<file path="src/rtl/ps2_keyboard_rx.sv">
// PS/2 keyboard receiver: synchronizes the keyboard clock/data lines, decodes
// 11-bit frames (start, 8 data LSB first, odd parity, stop) and buffers good
// scan codes behind a valid/ready handshake.
// Build option: define PS2_RX_FIFO_EN for a FIFO_DEPTH-entry FIFO; otherwise a
// single holding register is used with the same handshake.
module ps2_keyboard_rx #(
  parameter int unsigned TIMEOUT_CYCLES = 16000,
  parameter int unsigned FIFO_DEPTH     = 4
) (
  input  logic       CLK,
  input  logic       reset,
  input  logic       ps2_clk,
  input  logic       ps2_data,
  output logic [7:0] rx_data,
  output logic       rx_valid,
  input  logic       rx_ready,
  output logic       rx_error,
  output logic       overflow
);

  localparam int unsigned WD_W = $clog2(TIMEOUT_CYCLES + 1);
  localparam logic [WD_W-1:0] WD_LAST = WD_W'(TIMEOUT_CYCLES - 1);

  typedef enum logic [1:0] {
    IDLE,
    DATA,
    PARITY,
    STOP
  } state_t;

  logic            clk_s1, clk_s2, clk_prev;
  logic            data_s1, data_s2;
  logic            fall;

  state_t          state, state_nxt;
  logic [2:0]      bit_cnt, bit_cnt_nxt;
  logic [7:0]      shift, shift_nxt;
  logic            parity_bit, parity_bit_nxt;
  logic [WD_W-1:0] wd, wd_nxt;
  logic            push, frame_err;

  logic            pop, full, accept;

  // Two-stage synchronizers plus a delayed copy of the clock for edge detection
  always_ff @(posedge CLK) begin
    if (reset) begin
      clk_s1   <= 1'b1;
      clk_s2   <= 1'b1;
      clk_prev <= 1'b1;
      data_s1  <= 1'b1;
      data_s2  <= 1'b1;
    end else begin
      clk_s1   <= ps2_clk;
      clk_s2   <= clk_s1;
      clk_prev <= clk_s2;
      data_s1  <= ps2_data;
      data_s2  <= data_s1;
    end
  end

  assign fall = clk_prev & ~clk_s2;

  // Frame decoder state register
  always_ff @(posedge CLK) begin
    if (reset) begin
      state      <= IDLE;
      bit_cnt    <= '0;
      shift      <= '0;
      parity_bit <= 1'b0;
      wd         <= '0;
    end else begin
      state      <= state_nxt;
      bit_cnt    <= bit_cnt_nxt;
      shift      <= shift_nxt;
      parity_bit <= parity_bit_nxt;
      wd         <= wd_nxt;
    end
  end

  // Frame decoder next-state: bit sampling on falling edges, watchdog otherwise
  always_comb begin
    state_nxt      = state;
    bit_cnt_nxt    = bit_cnt;
    shift_nxt      = shift;
    parity_bit_nxt = parity_bit;
    wd_nxt         = wd;
    push           = 1'b0;
    frame_err      = 1'b0;
    if (state == IDLE) begin
      wd_nxt = '0;
      if (fall && !data_s2) begin
        state_nxt   = DATA;
        bit_cnt_nxt = '0;
      end
    end else if (fall) begin
      wd_nxt = '0;
      unique case (state)
        DATA: begin
          shift_nxt   = {data_s2, shift[7:1]};
          bit_cnt_nxt = bit_cnt + 3'd1;
          if (bit_cnt == 3'd7) begin
            state_nxt = PARITY;
          end
        end
        PARITY: begin
          parity_bit_nxt = data_s2;
          state_nxt      = STOP;
        end
        STOP: begin
          state_nxt = IDLE;
          if (data_s2 && ((^shift) ^ parity_bit)) begin
            push = 1'b1;
          end else begin
            frame_err = 1'b1;
          end
        end
        default: state_nxt = IDLE;
      endcase
    end else if (wd == WD_LAST) begin
      state_nxt = IDLE;
      wd_nxt    = '0;
      frame_err = 1'b1;
    end else begin
      wd_nxt = wd + 1'b1;
    end
  end

  assign pop    = rx_valid & rx_ready;
  // A pop in the same cycle frees the slot, so a push into a full buffer still lands
  assign accept = push & (~full | pop);

  // Registered one-cycle status pulses
  always_ff @(posedge CLK) begin
    if (reset) begin
      rx_error <= 1'b0;
      overflow <= 1'b0;
    end else begin
      rx_error <= frame_err;
      overflow <= push & full & ~pop;
    end
  end

`ifdef PS2_RX_FIFO_EN
  localparam int unsigned PW = $clog2(FIFO_DEPTH);
  localparam logic [PW:0] FULL_CNT = (PW + 1)'(FIFO_DEPTH);

  logic [7:0]    mem [FIFO_DEPTH];
  logic [PW-1:0] wr_ptr, rd_ptr;
  logic [PW:0]   count;
  logic [7:0]    last_rd;

  assign full     = (count == FULL_CNT);
  assign rx_valid = (count != '0);
  // When empty, present the most recently consumed byte rather than a stale slot
  assign rx_data  = rx_valid ? mem[rd_ptr] : last_rd;

  // FIFO storage, pointers and occupancy
  always_ff @(posedge CLK) begin
    if (reset) begin
      for (int unsigned i = 0; i < FIFO_DEPTH; i++) begin
        mem[i] <= '0;
      end
      wr_ptr  <= '0;
      rd_ptr  <= '0;
      count   <= '0;
      last_rd <= '0;
    end else begin
      if (accept) begin
        mem[wr_ptr] <= shift;
        wr_ptr      <= wr_ptr + 1'b1;
      end
      if (pop) begin
        rd_ptr  <= rd_ptr + 1'b1;
        last_rd <= mem[rd_ptr];
      end
      unique case ({accept, pop})
        2'b10:   count <= count + 1'b1;
        2'b01:   count <= count - 1'b1;
        default: count <= count;
      endcase
    end
  end
`else
  logic [7:0] hold;
  logic       hold_full;

  assign full     = hold_full;
  assign rx_valid = hold_full;
  assign rx_data  = hold;

  // Single holding register; contents persist after the pop
  always_ff @(posedge CLK) begin
    if (reset) begin
      hold      <= '0;
      hold_full <= 1'b0;
    end else begin
      if (accept) begin
        hold <= shift;
      end
      hold_full <= accept | (hold_full & ~pop);
    end
  end
`endif

endmodule

</file>
<file path="config.mk">
export PLATFORM = sky130hd
export DESIGN_NAME = ps2_keyboard_rx
export DESIGN_NICKNAME = d
export VERILOG_FILES = /design/src/rtl/ps2_keyboard_rx.sv
export SDC_FILE = /design/constraint.sdc
export NUM_CORES = 1
export LEC_CHECK = 0
export ABC_CLOCK_PERIOD_IN_PS = 6100
export CAP_MARGIN = 10
export CORE_MARGIN = 4
export CORE_UTILIZATION = 55
export CTS_CLUSTER_DIAMETER = 80
export DETAILED_ROUTE_END_ITERATION = 6
export PLACE_DENSITY_LB_ADDON = 0.1
export SLEW_MARGIN = 5
export SYNTH_ARGS = -nofsm -noshare
export SYNTH_HDL_FRONTEND = slang
export SYNTH_SLANG_ARGS = --single-unit
</file>
<file path="constraint.sdc">
create_clock -name CLK -period 6.1 [get_ports CLK]
set_clock_uncertainty 0.05 [all_clocks]
set_input_delay 1.83 -clock CLK [delete_from_list [all_inputs] [get_ports CLK]]
set_output_delay 1.83 -clock CLK [all_outputs]
set_load 0.05 [all_outputs]
</file>
**Word level (Yosys, flattened, before mapping)**

Index checks and enable logic that the tools add are counted.

- Word-level logic and storage cells: 68
- Flip-flop bits (word level): 44

- Equal/unequal tests: 7
- Reductions and logical operators: 14
- Bitwise gates (word level): 13
- $add $sub $neg: 2
- Mux-type cells: 18

Operators by type and width:

| cell | number |
|---|---|
| adder 14 x 1 -> 14 bit (second input constant) | 1 |
| equality test 14 bit (second input constant) | 1 |
| 2-to-1 mux 3 bit | 4 |
| AND reduction 3 bit | 4 |
| 2-to-1 mux 2 bit | 5 |
| 2-to-1 mux 1 bit | 8 |
| XOR reduction 8 bit | 1 |
| AND 1 bit | 6 |
| equality test 2 bit (second input constant) | 2 |
| != test 4 bit (second input constant) | 1 |
| NOT 1 bit | 4 |
| one-hot mux 2 bit (2 select lines) | 1 |
| nonzero test 2 bit | 2 |
| OR reduction 4 bit | 1 |
| adder 3 x 1 -> 3 bit (second input constant) | 1 |
| equality test 3 bit (second input constant) | 1 |
| nonzero test 3 bit | 1 |
| equality test 2 x 1 -> 1 bit (second input constant) | 1 |
| logical AND 1 bit | 2 |
| logical NOT 2 bit | 1 |
| != test 2 x 1 -> 1 bit (second input constant) | 1 |
| bitwise OR 1 bit | 2 |
| OR reduction 2 bit | 1 |
| logical NOT 1 bit | 1 |
| XOR 1 bit | 1 |

**Longest topological paths before layout**

Gate-level depths: netlist (run 1).

- Word-level depth: 9
- Depth in mapped cells: 8
- Gate-level depth less buffers: 7

**Least setup slack after synthesis (run 1)**

OpenSTA, ideal clock, no wires.

- Path kind: input to register
- From: input reset
- To: register bit_cnt[0]
- Library setup time: 0.128 ns
- Buffers on the path: 3
- Arrival: 2.582 ns
- Cell stages on the path: 4
- Required time: 5.922 ns
- Setup slack: 3.340 ns
- Path through: clkbuf_1 -> clkbuf_1 -> clkbuf_1 -> nor2_1

RTL lines:

| item | line | source |
|---|---|---|
| start, declared | 11 | `input logic reset,` |
| end signal, assigned | 73 | `bit_cnt <= bit_cnt_nxt;` |
| end, declared | 36 | `logic [2:0] bit_cnt, bit_cnt_nxt;` |

No word-level cell between the ends.

**Worst setup path after layout (run 1)**

- From: input reset
- To: register wd[12]

- Longest elaborated chain between the ends: 1

RTL lines:

| item | line | source |
|---|---|---|
| OR reduction 4 bit (no source line) | n/a |  |
| end signal, assigned | 76 | `wd <= wd_nxt;` |
| end, declared | 39 | `logic [WD_W-1:0] wd, wd_nxt;` |

Every way passes these cells.
A chain may end at the register's enable or synchronous reset.

==> qor.log, run 1 <==
INFO  run_status     run_status=completed
INFO  cts            cts_tree=done
INFO  finish         most-common-layout-cells=dfxtp_1, nand2_1, nor2_1
INFO  synth          synthesis.area=1930µm²
INFO  synth          synth_top_family_by_area=simple AND/OR/NAND/NOR gates
INFO  global_route   grt_pass1_vias=1350
INFO  critical_path  critical_path_arrival=3.78ns
INFO  synth          asyncSetResetFlopFracSynth=0%
INFO  routing        detail-route-antenna-nets=0
INFO  cts            clkTransAtPathRegs=0.12ns
INFO  timing         post-route-period-util=58.4%
INFO  floorplanning  core.rowCount=21
INFO  synth          synth-warning-count=0
INFO  critical_path  worst_setup_path_start_kind=input pin
INFO  synth          synth_mux_area_share=4.67%
INFO  synth          synth_compound_area_share=6.75%
INFO  cts            post-cts-setup-buffers=0
INFO  global_route   global_route.overflow_total=0
INFO  routing        drt_wl_total=3180µm
INFO  synth          synth.largest_area_cell=dfxtp_1
INFO  routing        route.detailed.wl_per_inst=11.6µm
INFO  timing         worstMarginPinSlew=1.07ns
INFO  cts            cts_hold_buffers=0
INFO  routing        drc=0
INFO  hold_path      hold_removal_path_class=register to register
INFO  timing         post-route-min-period=3.56ns
INFO  finish         final_core_utilization=64.5%
INFO  floorplanning  floorplan.io_pins=16
INFO  global_route   grt_pass1_wl=5640µm
INFO  finish         final-instance-count-excl-fill=273
INFO  routing        via_cell_ratio=5.16
INFO  critical_path  worstPathRequired=6.32ns
INFO  synth          synthDistinctLibCells=34
INFO  synth          ys_dominant_reg_cell=dfxtp_1
INFO  routing        detailedRoute.firstIterationViolations=63
INFO  placed_design  finalWeightedCongestion=0.803
INFO  synth          synth_edf_count=0
INFO  synth          fraction_of_synthesized_cell_area_in_xor_and_xnor_cells=9.34%
INFO  hold_path      hold-path-cell-count=1
INFO  timing         timing.slew.headroom=28.4%
INFO  timing         layout_setup_ws=2.54ns
INFO  cts            post_cts_resized=0
INFO  placed_design  dp.cells=265
INFO  global_route   gr-usage-all-layers=16.3%
INFO  synth          synth_simple_gate_area_share=25.7%
INFO  finish         diodes=0
INFO  cts            ctsLongestPathBuffers=2
INFO  cts            cts_htree_levels=2
INFO  timing         final_hold_viol_count=0
INFO  critical_path  timing.critical_path.fanout_max=38
INFO  finish         flow.area_growth_from_synthesis=12.5%
INFO  synth          post_synth_net_total=224
INFO  critical_path  crit_type=input pin to register
INFO  synth          fraction_of_the_mapped_netlist_area_in_adder_cells=5.19%
INFO  timing         timing_max_transition_violations_final=0
INFO  cts            clock-sinks=44
INFO  floorplanning  die_w=67.2µm
INFO  synth          yosys_register_bits=44
INFO  synth          synth_top_cells_by_area=dfxtp_1, nand2b_1, nand2_1, ha_1, mux2i_1
INFO  routing        drtPass1Iterations=4
INFO  synth          netlist_instances=211
INFO  synth          synth_area_per_cell=9.14µm²
INFO  cts            clock_insertion_delay_worst_skew=0.34ns
INFO  placed_design  placement.io_buffers=15
INFO  global_route   grt_max_degree=39
INFO  critical_path  critPathCaptureType=register
INFO  global_route   grt_antenna_before_repair=0
INFO  floorplanning  floorplan.die_area=4520µm²
INFO  finish         num-fill-cells=330
INFO  power          power.ir.vdd_worst=125µV
INFO  synth          yosysSeqAreaShare=45.7%
INFO  timing         max_freq=281MHz
INFO  timing         setup_repair_after_global_routing_missed_its_margin=no
INFO  floorplanning  starting_density_of_the_core=57.3%
INFO  finish         final_common_cell=dfxtp_1
INFO  placed_design  hpwlAfterDp=2300µm
INFO  timing         setup-violations-final=0
INFO  timing         fin_tns_setup=0ns
INFO  cts            cts_inserted_buffers=5
INFO  routing        vias=1408
INFO  power          cellLeakagePower=0.749nW
INFO  finish         drive_gt1_share=7.05%
INFO  run            max_cap_violations=0
INFO  floorplanning  die_height=67.2µm
INFO  critical_path  number_of_cells_on_the_worst_reg_to_reg_path=7
INFO  power          power_density=205nW/µm²
INFO  finish         nets=239
INFO  synth          post-synth-top-area-fraction=45.7%
INFO  placed_design  detailedPlace.worstSlack=2.17ns
INFO  floorplanning  core_area=3360µm²
INFO  cts            cts.root.buffer_cell=clkbuf_4
through the flow:
step,total power (W),instance area [µm²],hold slack [ns]
floorplan,0.000304,1930,0.339
global placement,0.000308,2110,0.341
detailed placement,0.000308,2110,0.343
CTS,0.000453,2170,0.373
global route,0.000465,2170,0.396
finish,0.000446,2170,0.370
cell type report:
class	instances	area [µm²]	area share (%)
clock buffer	7	55.1	2.54
clock inverter	1	7.51	0.346
inverter	4	15.0	0.692
multi-input combinational	155	996	45.9
sequential	44	881	40.6
tap	46	57.6	2.65
timing repair buffer	16	158	7.27
worst max-delay path: stages:
cell and delay [ns]:
clkdlybuf4s50_1 0.96, nor2_1 0.36, nand3_1 0.40, nor2_1 0.22
final timing paths:
check,startpoint,to,slack (ns)
max,reset,wd[12],2.54
min,data_s1,data_s2,0.37
max reg2reg,state[1],rx_data[0],3.73
min reg2reg,data_s1,data_s2,0.37
logic make-up after synthesis:
family | count (synthesis)
fa+ha+maj | 8
compound gates | 20
mux | 9
xor+xnor | 19
flops | 44
simple gates | 99
buf+inv | 12
per-layer routing:
metal	up-vias	GRT usage [%]	wire length [µm]
li1	729	-	-
met1	652	17.5	1410
met2	22	30.1	1620
met3	5	5.16	112
met4	0	5.32	27
met5	-	0	0
cells in the mapped netlist (2+ instances only):
| master | n |
|---|---|
| dfxtp_1 | 44 |
| nand2_1 | 27 |
| nor2_1 | 23 |
| nand2b_1 | 20 |
| a21oi_1 | 10 |
| nand3_1 | 10 |
| xnor2_1 | 10 |
| mux2i_1 | 9 |
| ha_1 | 8 |
| xor2_1 | 8 |
| clkbuf_1 | 5 |
| or2_2 | 5 |
| inv_1 | 4 |
| a22oi_1 | 2 |
| and2_1 | 2 |
| buf_2 | 2 |
| nand4_1 | 2 |
| nor3_1 | 2 |
| nor3b_1 | 2 |
| o211ai_1 | 2 |
flip-flops by register name, indices dropped and copies added, names as in the netlist:
name	cells
clk_s2	1
rx_data	8
data_s2	1
state	2
parity_bit	1
bit_cnt	3
data_s1	1
rx_error	1
clk_prev	1
wd	14
overflow	1
rx_valid	1
clk_s1	1
shift	8
report_power, final:
group	switching (W)	internal (W)	total, W
registers	0.000000999	0.000289	0.000290
clock network	0.0000879	0.0000565	0.000144
logic	0.00000552	0.00000596	0.0000115
No activity file was read; power rests on OpenSTA's default activity.
==> run 2, diff against run 1 <==
--- a/config.mk
+++ b/config.mk
@@ -5,10 +5,10 @@
 export SDC_FILE = /design/constraint.sdc
 export NUM_CORES = 1
 export LEC_CHECK = 0
-export ABC_CLOCK_PERIOD_IN_PS = 6100
+export ABC_CLOCK_PERIOD_IN_PS = 2900
 export CAP_MARGIN = 10
 export CORE_MARGIN = 4
-export CORE_UTILIZATION = 55
+export CORE_UTILIZATION = 51
 export CTS_CLUSTER_DIAMETER = 80
 export DETAILED_ROUTE_END_ITERATION = 6
 export PLACE_DENSITY_LB_ADDON = 0.1
==> constraint.sdc (replaced) <==
create_clock -name CLK -period 2.9 [get_ports CLK]
set_clock_uncertainty 0.05 [all_clocks]
set_input_delay 0.87 -clock CLK [delete_from_list [all_inputs] [get_ports CLK]]
set_output_delay 0.87 -clock CLK [all_outputs]
set_load 0.05 [all_outputs]
==> run 2 against run 1 <==
Compared with the run above:
- worst hold slack lost 0.0041 ns
- register-to-register slack lost 3.1 ns
- critical path depth shrank 3
- critical path type is now register to output port
- largest cell class unchanged
- count of clock-buffer cells in the layout shrank 1
- non-clock buffer count grew 1
- first-iteration DRC count shrank 16%
- flip-flop and latch count is the same
- core utilization shrank 4.2 points
- combinational power grew 120%
- worst setup slack lost 2.0 ns
==> qor.log, run 2 (synthesized netlist as in run 1, its figures left out) <==
INFO  timing         holdWs=0.366ns [-0.00409 ns]
INFO  critical_path  worst_path_largest_cell_delay=0.81ns [-0.15 ns]
INFO  floorplanning  floorplan.die_area=4830µm² [+6.9%]
INFO  timing         max_freq=422MHz
INFO  routing        via_cell_ratio=5.14 [-0.38%]
INFO  timing         final_hold_viol_count=0 [unchanged]
INFO  global_route   grt_pass1_vias=1379 [+2.1%]
INFO  cts            cts_inserted_buffers=5 [unchanged]
INFO  floorplanning  starting_density_of_the_core=52.7% [-4.7 points]
INFO  cts            cts.root.buffer_cell=clkbuf_8
INFO  timing         timing.slew.headroom=57.0% [+29 points]
INFO  finish         flow.area_growth_from_synthesis=14.6%
INFO  power          power_switching_share=20.4% [-0.77 points]
INFO  cts            ctsLongestPathBuffers=2 [unchanged]
INFO  finish         number_of_flip_flops_under_the_largest_register_name=14 [unchanged]
INFO  placed_design  detailedPlace.worstSlack=0.626ns [-1.54 ns]
INFO  floorplanning  die_height=69.5µm [+3.4%]
INFO  cts            post-cts-setup-buffers=0 [unchanged]
INFO  routing        drt_wl_total=3410µm [+7.2%]
INFO  cts            post_cts_resized=0 [unchanged]
INFO  power          combinationalPowerShare=2.5% [about the same]
INFO  cts            cts_tree=done
INFO  critical_path  worst_setup_path_start_kind=register
INFO  global_route   grt_pass1_wl=5970µm [+5.9%]
INFO  timing         post-route-min-period=2.37ns
INFO  power          p_int=0.000810W [+130%]
INFO  cts            clock_insertion_delay_worst_skew=0.29ns [-0.05 ns]
INFO  timing         timing_max_transition_violations_final=0 [unchanged]
INFO  critical_path  critPathCaptureType=output port
INFO  placed_design  hpwlAfterDp=2600µm [+13%]
INFO  cts            clkTransAtPathRegs=0.08ns [-0.04 ns]
INFO  critical_path  crit_type=register to output port
INFO  routing        vias=1418 [+0.71%]
INFO  critical_path  worst_path_dominant_cell_family=buffers and inverters
INFO  power          power.ir.vdd_worst=295µV [+140%]
INFO  finish         drive_gt1_share=7.89% [+0.85 points]
INFO  routing        detailedRoute.firstIterationViolations=53 [-16%]
INFO  routing        route.detailed.wl_per_inst=12.3µm [+6.1%]
INFO  routing        drc=0 [unchanged]
INFO  critical_path  timing.critical_path.fanout_max=2 [-95%]
INFO  critical_path  cp_slowest_cell=clkdlybuf4s50_1
INFO  power          cellLeakagePower=0.773nW [+3.2%]
INFO  power          power_switching=0.000208W [+120%]
INFO  global_route   gr-usage-all-layers=15.3% [-1.0 points]
INFO  global_route   global_route.overflow_total=0 [unchanged]
INFO  finish         nets=240 [+0.42%]
INFO  power          power_density=461nW/µm² [+120%]
INFO  global_route   grt_max_degree=38 [-2.6%]
INFO  hold_path      hold_removal_path_class=register to register
INFO  critical_path  critical_path_buf_inv_count=1 [unchanged]
INFO  timing         setup_repair_after_global_routing_missed_its_margin=no
INFO  timing         worstMarginPinSlew=0.644ns [-0.427 ns]
INFO  power          power_frac_seq=59.9% [-5.1 points]
INFO  timing         fin_tns_setup=0ns [unchanged]
INFO  finish         top_register=wd
INFO  critical_path  critical_path_arrival=1.45ns [-2.33 ns]
INFO  global_route   grt_antenna_before_repair=0 [unchanged]
INFO  placed_design  placement.io_buffers=15 [unchanged]
INFO  timing         setup-violations-final=0 [unchanged]
INFO  timing         layout_setup_ws=0.531ns [-2.01 ns]
INFO  placed_design  finalWeightedCongestion=0.910 [+13%]
INFO  floorplanning  core_area=3660µm² [+8.9%]
INFO  cts            cts_hold_buffers=0 [unchanged]
INFO  run_status     run_status=completed
INFO  cts            cts_htree_levels=2 [unchanged]
INFO  floorplanning  floorplan.io_pins=16 [unchanged]
INFO  routing        drtPass1Iterations=4 [unchanged]
INFO  critical_path  worstPathRequired=1.98ns [-4.34 ns]
INFO  cts            clock-sinks=44 [unchanged]
INFO  finish         most-common-layout-cells=dfxtp_1, nand2_1, nor2_1
INFO  run            max_cap_violations=0 [unchanged]
INFO  floorplanning  core.rowCount=22 [+4.8%]
INFO  power          power_frac_clock=37.7% [+5.3 points]
INFO  floorplanning  die_w=69.5µm [+3.4%]
INFO  timing         post-route-period-util=81.7%
INFO  critical_path  ff2ff_setup_slack=0.63ns [-3.10 ns]
INFO  finish         diodes=0 [unchanged]
INFO  critical_path  cp_cell_sequence=clkdlybuf4s50_1
INFO  finish         final_common_cell=dfxtp_1
INFO  routing        detail-route-antenna-nets=0 [unchanged]
## run 2: cell types whose count changed in the layout (fill, tap and decap cells not counted)
cell,change
clkbuf_1,-1
clkbuf_8,+5
clkbuf_4,-5
clkinvlp_4,-1
buf_4,+1
clkinv_2,+2
## run 2: final timing paths
path	cells past startpoint	start	endpoint
max	1	rx_data[6]	rx_data[6]
min	1	clk_s1	clk_s2
max reg2reg	7	state[1]	rx_data[0]
min reg2reg	1	clk_s1	clk_s2
## run 2: power groups by stage
stage               clock [W]  sequential (W)  combinational [W]
detailed placement          0        0.000624          0.0000253
global placement            0        0.000623          0.0000245
CTS                  0.000401        0.000609          0.0000253
floorplan                   0        0.000623          0.0000167
global route         0.000423        0.000610          0.0000279
finish               0.000383        0.000609          0.0000251
## run 2: metrics by stage
step	instances	area (µm²)	utilization [%]	power (W)
6_report	276	2210	60.4	0.00102
5_1_grt	276	2210	60.4	0.00106
4_1_cts	276	2210	60.4	0.00104
3_5_place_dp	268	2120	57.8	0.000649
3_3_place_gp	268	2120	57.8	0.000648
2_1_floorplan	211	1930	-	0.000640
## run 2: layout make-up
class,instances,area (µm²)
Clock buffer,6,82.6
Clock inverter,2,10.0
Fill cell,327,1450
Inverter,4,15.0
Multi-Input combinational cell,155,996
Sequential cell,44,881
Tap cell,48,60.1
Timing Repair Buffer,17,165
## run 2: per-layer routing
layer | global-route usage [%] | routed length (µm) | share of wire [%]
met1 | 17.4 | 1540 | 45
met2 | 26.7 | 1700 | 50
met3 | 3.48 | 100 | 2.9
met4 | 7.81 | 73 | 2.1
met5 | 0 | 0 | 0
==> edit: new RTL, flow settings as in run 1 <==
The option `PS2_RX_FIFO_EN` is turned on by a define.
--- a/src/rtl/ps2_keyboard_rx.sv
+++ b/src/rtl/ps2_keyboard_rx.sv
@@ -5,2 +5,4 @@
 // single holding register is used with the same handshake.
+`define PS2_RX_FIFO_EN
+
 module ps2_keyboard_rx #(
Formal check against the unedited RTL: no difference found for any inputs over 10 cycles, from zero or initial values and one cycle with reset high; that may be too few to reach the edited logic, so the function may still have changed.
==> edit against run 1 <==
- worst setup slack worse by 910 ps
- via count increased by 85%
- global-route usage rose by 1.2 points
- total power increased to 3.2 times the old value
- non-clock buffer count is 1 higher
- synthesized area grew 100%
- sequential share of layout area increased by 5.3 points
- wire length increased by 110%
- design area rose by 100%
- core utilization decreased by 1.0 points
- sequential cell count grew 40
- critical endpoint is now rx_data[5]
- largest cell class is now flip-flops and latches
- largest power group unchanged
- highest routed layer unchanged
==> edit: results (changes against run 1) <==
Status
  • Outcome: finished, final reports clean

GRT
  • Largest net degree at the start of global routing: 51 (+31%)
  • Global Route Usage Sum: 17.5% (+1.2 points)

STA
  • Final worst setup slack: 1630 ps (-914 ps)
  • Hold slack final: 368 ps (-2.44 ps)

Setup path
  • R2R setup slack: 2700 ps (-1030 ps)
  • R2r startpoint: state[0]
  • FF-to-FF End: mem[1][2]
  • Worst Path Arrival: 2590 ps (-1190 ps)
  • Worst-path maximum fanout: 8 (-79%)
  • CP Capture Point: rx_data[5]
  • Delay-heaviest family, CP: multiplexers
  • CP max stage delay: 700 ps (-260 ps)

Yosys
  • Post-synth EDFFs: 32 (+32)
  • Sequential-to-total area share from yosys stat: 50.7% (+5.0 points)
  • Netlist cell types: 46 (+35%)

Placement
  • Placed instance area: 0.00416 mm2 (+97%)
  • Routability cong.: 0.842 (+4.8%)
  • Dpl hpwl: 4810 um (+110%)
  • Pre-CTS setup slack: 1710 ps (-458 ps)
  • Placed Instances: 466 (+76%)

Cells and area
  • Share of layout cells above drive strength 1: 12.7% (+5.6 points)
  • Fillers: 557 (+69%)
  • Non-clk bufs: 17 (+1)
  • Number of sequential cells: 84 (+91%)
  • Fin cells: 482 (+77%)
  • Clock buffers: 12 (+5)
  • Area of the multi-input gates: 0.00186 mm2 (+86%)

Route
  • DR iter-0 viols: 123 (+95%)
  • Met1 wire length: 3220 um (+130%)
  • Met3 WL: 202 um (+80%)
  • Avg WL per Cell: 14.1 um (+22%)
  • Met2 routed WL: 3300 um (+100%)

Clock tree
  • Root buffer cell: clkbuf_8
  • H-tree depth: 3 (+1)
  • Clock transition at path regs: 80 ps (-40 ps)

Power
  • P_leak: 1.50 nW (+100%)
[edit: cell types whose count changed after synthesis, sizes merged, moves of 6 or more]
cell | before | now
nor3 | 2 | 8
and2 | 2 | 26
nand2 | 27 | 51
mux2i | 9 | 3
mux2 | 0 | 11
edfxtp | 0 | 32
mux4 | 0 | 8
nor4b | 0 | 8
nand2b | 20 | 4
nor2 | 23 | 33
dfxtp | 44 | 52
clkbuf | 5 | 15
a21oi | 10 | 21
[edit: kinds of logic (layout without fill, tap and decap cells)]
| group | after synthesis | in the layout | share of synthesized area, % |
|---|---|---|---|
| simple gates | 173 | 173 | 24.1 |
| flops | 84 | 84 | 50.7 |
| compound gates | 41 | 41 | 6.18 |
| mux | 22 | 22 | 8.56 |
| buf+inv | 22 | 37 | 2.28 |
| xor+xnor | 20 | 20 | 5.17 |
| fa+ha+maj | 9 | 9 | 3.04 |
[edit: where the power goes]
part	switching (mW)	internal [mW]
Sequential	0.0335	0.612
Combinational	0.234	0.159
Clock	0.188	0.213
Total	0.456	0.984
